### src/rtl/alu_cmd_issuer.sv
// alu_cmd_issuer: initiator side of a pipelined ALU. Issues tagged requests
// to the ALU and tracks each one through the fixed ALU latency. Results are
// captured into a response FIFO and returned in request order. Credit-based
// admission means a captured result always has a FIFO slot waiting for it.
//
// Handshake semantics (both ports): a transfer happens on the rising clk edge
// where valid and ready are both high. A source holds its payload stable while
// valid is high and ready is low. A sink may change ready at any time.
// Response payload stays stable while rsp_valid is high and rsp_ready is low.
module alu_cmd_issuer #(
  parameter int WIDTH     = 32,
  parameter int OPW       = 4,
  parameter int SHW       = 5,
  parameter int TAGW      = 4,
  parameter int ALU_LAT   = 2,
  parameter int RSP_DEPTH = 4
) (
  input  logic             clk,
  input  logic             rst_n,
  input  logic             req_valid,
  output logic             req_ready,
  input  logic [OPW-1:0]   req_opcode,
  input  logic [WIDTH-1:0] req_a,
  input  logic [WIDTH-1:0] req_b,
  input  logic [SHW-1:0]   req_shift,
  input  logic [TAGW-1:0]  req_tag,
  output logic [OPW-1:0]   alu_opcode,
  output logic [WIDTH-1:0] alu_input1,
  output logic [WIDTH-1:0] alu_input2,
  output logic [SHW-1:0]   alu_shiftValue,
  input  logic [WIDTH-1:0] alu_result,
  input  logic             alu_carry,
  output logic             rsp_valid,
  input  logic             rsp_ready,
  output logic [WIDTH-1:0] rsp_result,
  output logic             rsp_carry,
  output logic             rsp_err,
  output logic [TAGW-1:0]  rsp_tag,
  output logic             idle
);

  localparam int PIPE = ALU_LAT + 1;
  localparam int PW   = $clog2(RSP_DEPTH);
  localparam int EW   = WIDTH + 2 + TAGW;

  logic            req_fire;
  logic            rsp_fire;
  logic [PIPE-1:0] pipe_v;
  logic [TAGW-1:0] pipe_tag [PIPE];
  logic [OPW-1:0]  pipe_op  [PIPE];
  logic [PW:0]     inflight;
  logic [PW:0]     fifo_count;
  logic [PW-1:0]   wr_ptr;
  logic [PW-1:0]   rd_ptr;
  logic [EW-1:0]   fifo_mem [RSP_DEPTH];
  logic [EW-1:0]   last_pop;
  logic [EW-1:0]   head_word;
  logic [EW-1:0]   cap_word;
  logic            cap_en;
  logic            cap_err;
  logic            cap_carry;
  logic [OPW-1:0]  last_op;
  logic            credit_ok;

  // Count valid tracking stages; these ops already own a FIFO credit.
  always_comb begin
    inflight = '0;
    for (int i = 0; i < PIPE; i++) begin
      inflight = inflight + (PW+1)'(pipe_v[i]);
    end
  end

  // Admission: queued plus in-flight must leave room; a same-cycle pop gives no credit.
  always_comb begin
    credit_ok = ({1'b0, fifo_count} + {1'b0, inflight}) < (PW+2)'(RSP_DEPTH);
    req_ready = rst_n && credit_ok;
    req_fire  = req_valid && req_ready;
  end

  // ALU input registers load on an accepted request and otherwise hold.
  always_ff @(posedge clk or negedge rst_n) begin
    if (!rst_n) begin
      alu_opcode     <= '0;
      alu_input1     <= '0;
      alu_input2     <= '0;
      alu_shiftValue <= '0;
    end else if (req_fire) begin
      alu_opcode     <= req_opcode;
      alu_input1     <= req_a;
      alu_input2     <= req_b;
      alu_shiftValue <= req_shift;
    end
  end

  // Tracking pipe: one stage per edge so the last stage lines up with the ALU result.
  always_ff @(posedge clk or negedge rst_n) begin
    if (!rst_n) begin
      pipe_v <= '0;
      for (int i = 0; i < PIPE; i++) begin
        pipe_tag[i] <= '0;
        pipe_op[i]  <= '0;
      end
    end else begin
      pipe_v      <= {pipe_v[PIPE-2:0], req_fire};
      pipe_tag[0] <= req_tag;
      pipe_op[0]  <= req_opcode;
      for (int i = 1; i < PIPE; i++) begin
        pipe_tag[i] <= pipe_tag[i-1];
        pipe_op[i]  <= pipe_op[i-1];
      end
    end
  end

  // Build the capture word: carry only means something for ADD/SUB, errors zero the payload.
  always_comb begin
    last_op   = pipe_op[PIPE-1];
    cap_en    = pipe_v[PIPE-1];
    cap_err   = (last_op == OPW'(7)) || (last_op > OPW'(9));
    cap_carry = !cap_err && alu_carry &&
                ((last_op == OPW'(0)) || (last_op == OPW'(1)));
    cap_word  = {(cap_err ? {WIDTH{1'b0}} : alu_result), cap_carry, cap_err,
                 pipe_tag[PIPE-1]};
  end

  // FIFO storage; contents only matter between write and pop, so no reset.
  always_ff @(posedge clk) begin
    if (cap_en) begin
      fifo_mem[wr_ptr] <= cap_word;
    end
  end

  // FIFO pointers, occupancy and the last-popped word shown while empty.
  always_ff @(posedge clk or negedge rst_n) begin
    if (!rst_n) begin
      wr_ptr     <= '0;
      rd_ptr     <= '0;
      fifo_count <= '0;
      last_pop   <= '0;
    end else begin
      if (cap_en) begin
        wr_ptr <= wr_ptr + 1'b1;
      end
      if (rsp_fire) begin
        rd_ptr   <= rd_ptr + 1'b1;
        last_pop <= fifo_mem[rd_ptr];
      end
      case ({cap_en, rsp_fire})
        2'b10:   fifo_count <= fifo_count + 1'b1;
        2'b01:   fifo_count <= fifo_count - 1'b1;
        default: fifo_count <= fifo_count;
      endcase
    end
  end

  // First-word fall-through response view.
  always_comb begin
    rsp_valid  = (fifo_count != '0);
    rsp_fire   = rsp_valid && rsp_ready;
    head_word  = rsp_valid ? fifo_mem[rd_ptr] : last_pop;
    rsp_result = head_word[EW-1 -: WIDTH];
    rsp_carry  = head_word[TAGW+1];
    rsp_err    = head_word[TAGW];
    rsp_tag    = head_word[TAGW-1:0];
    idle       = (inflight == '0) && (fifo_count == '0);
  end

  // A capture into a full FIFO would lose a result; credit admission must prevent it.
  fifo_no_overflow: assert property (@(posedge clk) disable iff (!rst_n)
    !(cap_en && !rsp_fire && (fifo_count == (PW+1)'(RSP_DEPTH))));

endmodule

### config.mk
export PLATFORM = sky130hd
export DESIGN_NAME = alu_cmd_issuer
export DESIGN_NICKNAME = d
export VERILOG_FILES = /design/src/rtl/alu_cmd_issuer.sv
export SDC_FILE = /design/constraint.sdc
export NUM_CORES = 1
export LEC_CHECK = 0
export ABC_AREA = 1
export CORE_ASPECT_RATIO = 1.25
export CORE_UTILIZATION = 55
export CTS_BUF_LIST = sky130_fd_sc_hd__clkbuf_8
export CTS_CLUSTER_DIAMETER = 50
export DETAILED_ROUTE_END_ITERATION = 16
export DONT_BUFFER_PORTS = 1
export PLACE_DENSITY = 0.79
export SETUP_SLACK_MARGIN = 0.1
export SYNTH_ARGS = -nofsm -noshare
export SYNTH_HDL_FRONTEND = slang
export SYNTH_SLANG_ARGS = --single-unit
### constraint.sdc
create_clock -name clk -period 3.75 [get_ports clk]
set_input_delay 0.375 -clock clk [delete_from_list [all_inputs] [get_ports clk]]
set_output_delay 0.375 -clock clk [all_outputs]
set_load 0.005 [all_outputs]
==> impl_results.md, run 1 <==
* Status: complete, no violations
* Clock sink total at 297
* Synth top area share at 37.5%
* DR DRC count at 0
* Setup TNS at 0 ns
* Crit Path Max Fanout at 32
* RSZ-0062 raised after global routing: false
* CTS tree: yes
* Share of layout cells above drive strength 1 at 6.68%
* Row Count at 60
* Synth area leaders: edfxtp_1, dfrtp_1, nand2_1, nand3_1, nand4_1
* Most frequent cells in the layout: nand2_1, nand3_1, edfxtp_1, dfrtp_1, dlygate4sd3_1
* Critical Path Start Type: flop
* RD Place Congestion at 0.801
* Core area at 21600 um2
* Synthesized area at 12200 um2
* Final Cycle Share at 79.9%
* Grt ovf at 0
* Vias in the first global route at 8574
* Crit path capture type: output port
* Num ports at 228
* Num CTS Buffers at 45
* FF-to-FF path depth at 6
* Fin. max-slew vios at 0
* Leakage at 6.31 nW
* Design Power at 10.4 mW
* Relative slew margins at 29.5%
* Vias per inst at 5.59
* Fmax at 334 MHz
* Synth warn at 0
* Worst skew pair latency at 0.56 ns
* Pre-CTS setup slack at 1.15 ns
* Synthesized netlist cell count at 1177
* NumNets Final at 1357
* Post-route ant nets at 0
* Final setup viols at 0
* Seq/Total Area, Yosys at 67.3%
* Antenna violations before repair at 0
* Max Cap Violations at 0
* Leading area contributor after synthesis: edfxtp_1
* Die width at 135 um
* First-pass GRT wire length at 44000 um
* Syn Area/Cell at 10.3 um2
* Final Hold Fails at 0
* HPWL after detailed placement at 14700 um
* Worst hold path class: in2reg
* Power Density at 753 nW/um2
* Worst VDD drop at 0.397 mV
* Die Y at 168 um
* Clk slew on worst S/H paths at 0.06 ns
* Syn Nets at 1299
* Hold path depth at 2
* Detailed-route via count at 8673
* CP arrival at 2.62 ns
* Number of distinct library cells after synthesis at 24
* DR iter-0 viols at 607
* Setup CP Type: reg2out
* H-Tree Depth at 2
* Total Routing Usage GR at 25.5%
* Largest net degree at the start of global routing at 146
* Final worst setup slack at 0.753 ns
* Root Driver: clkbuf_8
* Commonest non-fill, non-tap cell in the layout: nand2_1
* Die Area at 22700 um2
* Actual slew at the worst max-slew pin at 1.05 ns
* Clk buf depth at 3
* # diodes at 0
* Number of port buffers at 0
* #FFs+latches synth at 297
* CP required at 3.38 ns
* Minimum clock period at 3.00 ns
* Initial Util at 56.3%
* Clock skew at 0.0240 ns
* Routed len/inst at 18.7 um
* Drt first pass iters at 6
* DRT Wirelength at 28900 um
* Synth-to-Final Area Change at 13.7%
* PostCTS Resize Cnt at 0
* Fill cell count at 1629
==> what timing repair did <==
| item | CTS | global route |
|---|---|---|
| hold buffers | 78 | 0 |
| endpoints found under the hold margin | 220 | 0 |
| setup buffers | 0 | 0 |
==> per-stage QoR <==
step	utilization (%)	cells	hold WS [ns]	cell area, um2
final	64.1	1551	0.0311	13900
after global routing	64.1	1551	0.0123	13900
after CTS	64.1	1551	0.000324	13900
after detailed placement	56.4	1389	0.0829	12200
after global placement	56.4	1389	0.0821	12200
after floorplan	-	1177	0.0794	12200
==> report_power, final <==
| group | total (mW) | switching (mW) | internal (mW) | leakage (nW) |
|---|---|---|---|---|
| registers | 4.83 | 0.573 | 4.25 | 3.17 |
| clock network | 2.48 | 1.20 | 1.28 | 0.528 |
| logic | 3.13 | 2.18 | 0.947 | 2.61 |
==> synth_stat cells (all sizes together) <==
cell type / n
nor3: 1
ha: 6
nand4: 74
nor2: 35
a21oi: 1
inv: 54
nand3: 155
xnor2: 2
buf: 64
nand2: 464
fa: 2
nor4: 1
o21ai: 4
edfxtp: 152
xor2: 3
clkbuf: 14
dfrtp: 145
==> final cells by class <==
cell class	count	area, um2	share of cell area, %
Tap cell	279	349	2.52
Multi-Input combinational cell	748	3340	24.1
Clock buffer	49	674	4.87
Inverter	54	203	1.46
Sequential cell	297	8190	59.1
Clock inverter	35	179	1.29
Timing Repair Buffer	89	916	6.61
==> critical path, stage by stage (launching register included) <==
cell and delay, ns:
dfrtp_1 0.47, fa_1 0.42, ha_1 0.22, inv_1 0.06, nand2_1 0.07, nor2_4 0.57
nand2_1 0.14, inv_1 0.12
==> sequential cells by signal (all words and copies together), names as in the netlist <==
register        count
pipe_v              3
alu_input1         32
alu_input2         32
last_pop           38
fifo_mem          152
rd_ptr              2
alu_shiftValue      5
alu_opcode          4
pipe_tag            8
pipe_op             8
cap_word            4
fifo_count          3
last_op             4
wr_ptr              2
==> kinds of logic after synthesis <==
kind of cell | after synthesis | synth area share, %
simple gates | 730 | 25.7
buf+inv | 132 | 5.49
xor+xnor | 5 | 0.360
flops | 297 | 67.3
compound gates | 5 | 0.236
fa+ha+maj | 8 | 0.945
==> path summary, 6_finish.rpt <==
check                       startpoint  slack, ns             end
min in group asynchronous        rst_n       0.52     last_pop[0]
min reg2reg                pipe_tag[9]       0.35     pipe_tag[5]
min                          req_valid       0.03   alu_input1[4]
max reg2reg                  pipe_v[2]       0.96  alu_input1[28]
max                          pipe_v[2]       0.75       req_ready
max in group asynchronous        rst_n       2.55       rd_ptr[0]
==> layer usage <==
metal,track usage [%],routed length (um),vias up
met1,29.0,10500,4063
met3,6.65,2710,107
met2,44.8,14600,464
met5,0,0,-
li1,-,-,4039
met4,11.1,1110,0
Note: power is estimated with default switching activity, not from simulation.
==> run 2: changes to the inputs <==
--- a/config.mk
+++ b/config.mk
@@ -12,7 +12,7 @@
 export CTS_CLUSTER_DIAMETER = 50
 export DETAILED_ROUTE_END_ITERATION = 16
 export DONT_BUFFER_PORTS = 1
-export PLACE_DENSITY = 0.79
+export PLACE_DENSITY = 0.82
 export SETUP_SLACK_MARGIN = 0.1
 export SYNTH_ARGS = -nofsm -noshare
 export SYNTH_HDL_FRONTEND = slang
==> constraint.sdc (replaced) <==
create_clock -name clk -period 2.6 [get_ports clk]
set_input_delay 0.26 -clock clk [delete_from_list [all_inputs] [get_ports clk]]
set_output_delay 0.26 -clock clk [all_outputs]
set_load 0.005 [all_outputs]
==> run 2 against run 1 <==
  * The run now ends with negative hold slack left
  * Utilization increased by 1.7 points
  * Count of clock-buffer cells in the layout increased by 4
  * Non-clock buffer count increased by 34
  * Clock power increased by 42%
  * Combinational power increased by 47%
  * Largest cell class unchanged
  * Largest power group unchanged
  * Highest routed layer unchanged
==> impl_results.md, run 2 (synthesis gave the netlist of run 1 again) <==
* FF-to-FF path depth at 9
* Core area at 21600 um2
* Antenna violations before repair at 0
* Placed instance area at 12300 um2
* Minimum clock period at 2.41 ns
* Clock sink total at 297
* DR iter-0 viols at 582
* Most used cell, CP: nand2_1
* Final Hold Fails at 145
* Fill cell count at 1539
* Root Driver: clkbuf_8
* Clock skew at 0.0275 ns
* Commonest non-fill, non-tap cell in the layout: nand2_1
* Crit Path Max Fanout at 26
* Cts hold-fix bufs at 104
* RD Place Congestion at 0.811
* Vias per inst at 5.52
* Relative slew margins at 46.0%
* Total Routing Usage GR at 25.3%
* Fin Hold WS at -0.591 ns
* Clk slew on worst S/H paths at 0.07 ns
* Post-route ant nets at 0
* # diodes at 0
* Top delay family on crit path: buffers and inverters
* Initial Util at 56.3%
* Vias in the first global route at 8899
* Cell Chain, Critical Path: inv_2 > nand2_2 > clkinv_2 > buf_12 > nand2_1 > nand2_1
* Grt ovf at 0
* Power Density at 1060 nW/um2
* Area occupied by multi-input gates at 3350 um2
* DR DRC count at 0
* CP peak stage delay at 0.44 ns
* Synth-to-Final Area Change at 16.8%
* NumNets Final at 1390
* Most frequent cells in the layout: nand2_1, nand3_1, edfxtp_1, dfrtp_1, dlygate4sd3_1
* Drt first pass iters at 6
* Crit path capture type: output port
* Fmax at 416 MHz
* Reg2reg start: pipe_v[2]
* Actual slew at the worst max-slew pin at 0.809 ns
* Clk buf depth at 3
* R2R Path End: alu_input1[16]
* Worst skew pair latency at 0.55 ns
* CP arrival at 2.15 ns
* Num CTS Buffers at 44
* Final setup viols at 0
* WP buf/inv at 3
* Setup TNS at 0 ns
* Fin. max-slew vios at 0
* HPWL after detailed placement at 14800 um
* Slowest CP cell: dfrtp_1
* CTS tree: yes
* Num ports at 228
* DRT Wirelength at 28200 um
* Max Cap Violations at 0
* Detailed-route via count at 8728
* Share of layout cells above drive strength 1 at 7.37%
* First-pass GRT wire length at 44200 um
* CP required at 2.34 ns
* Largest registers: fifo_mem: 152 flops, last_pop: 38 flops
* Setup CP Type: reg2out
* Reg area at 8200 um2
* Row Count at 60
* Die Y at 168 um
* Leakage at 6.44 nW
* Critical Path Start Type: flop
* Reg-to-reg slack, setup at 0.27 ns
* Status: complete, but fails checks
* Die width at 135 um
* Number of port buffers at 0
* H-Tree Depth at 2
* Max reg flops at 152
* Worst hold path class: in2async
* Die Area at 22700 um2
* RSZ-0062 raised after global routing: false
* Worst VDD drop at 0.750 mV
* Failing checks: negative hold slack
* Final Cycle Share at 92.6%
* Biggest register: fifo_mem
* Largest net degree at the start of global routing at 148
* Routed len/inst at 17.8 um
* Design Area, Final at 14200 um2
run 2: cell types whose count changed in the layout (fill, tap and decap cells not counted), moves of 4 or more:
cell           previous run  this run
buf_4                     9        13
clkinv_2                  3         7
inv_1                    72        62
clkinv_1                  1         5
clkbuf_8                 49        53
dlygate4sd3_1            76       103
run 2: worst max-delay path by stage:
stage | start | depth (start not counted) | endpoint | slack, ns
3_3_place_gp | pipe_v[2] | 7 | alu_input1[2] | 0.41
3_5_place_dp | pipe_v[2] | 7 | alu_input2[14] | 0.31
2_1_floorplan | pipe_v[0] | 6 | req_ready | 0.75
6_report | fifo_count[0] | 6 | rsp_tag[2] | 0.19
5_1_grt | fifo_count[0] | 6 | rsp_result[1] | 0.09
4_1_cts | fifo_count[1] | 6 | rsp_tag[2] | 0.11
run 2: stage by stage:
stage	worst slack [ns]	std cells	power [mW]	utilization, %
floorplan	0.747	1177	10.3	-
global placement	0.414	1396	11.1	56.9
detailed placement	0.313	1396	11.3	56.9
CTS	0.114	1582	15.1	65.8
global route	0.0947	1582	16.1	65.8
finish	0.194	1582	15.1	65.8
run 2: area by class of cell:
class	instances	area share (%)
multi-input combinational	748	23.5
sequential	297	57.6
timing repair buffer	123	8.97
clock buffer	53	5.13
tap	279	2.45
inverter	54	1.44
clock inverter	28	0.845
run 2: metal layers:
layer	share of wire, %	vias up	global-route usage [%]
met5	0	-	0
met4	2.7	0	9.18
met3	9.5	70	6.62
li1	-	4101	-
met2	51	427	45.8
met1	37	4130	28.4
run 2: repair_timing:
item                                    4_1_cts  5_1_grt
gates resized for setup                       1        3
endpoints found under the setup margin        1       17
pin swaps                                     1        0
setup buffers                                 1        0
cloned                                        0        0
endpoints found under the hold margin       325      145
run 2: report_power, final:
group	internal [mW]	switching [mW]
combinational	1.48	3.11
clock	1.85	1.68
sequential	6.13	0.823
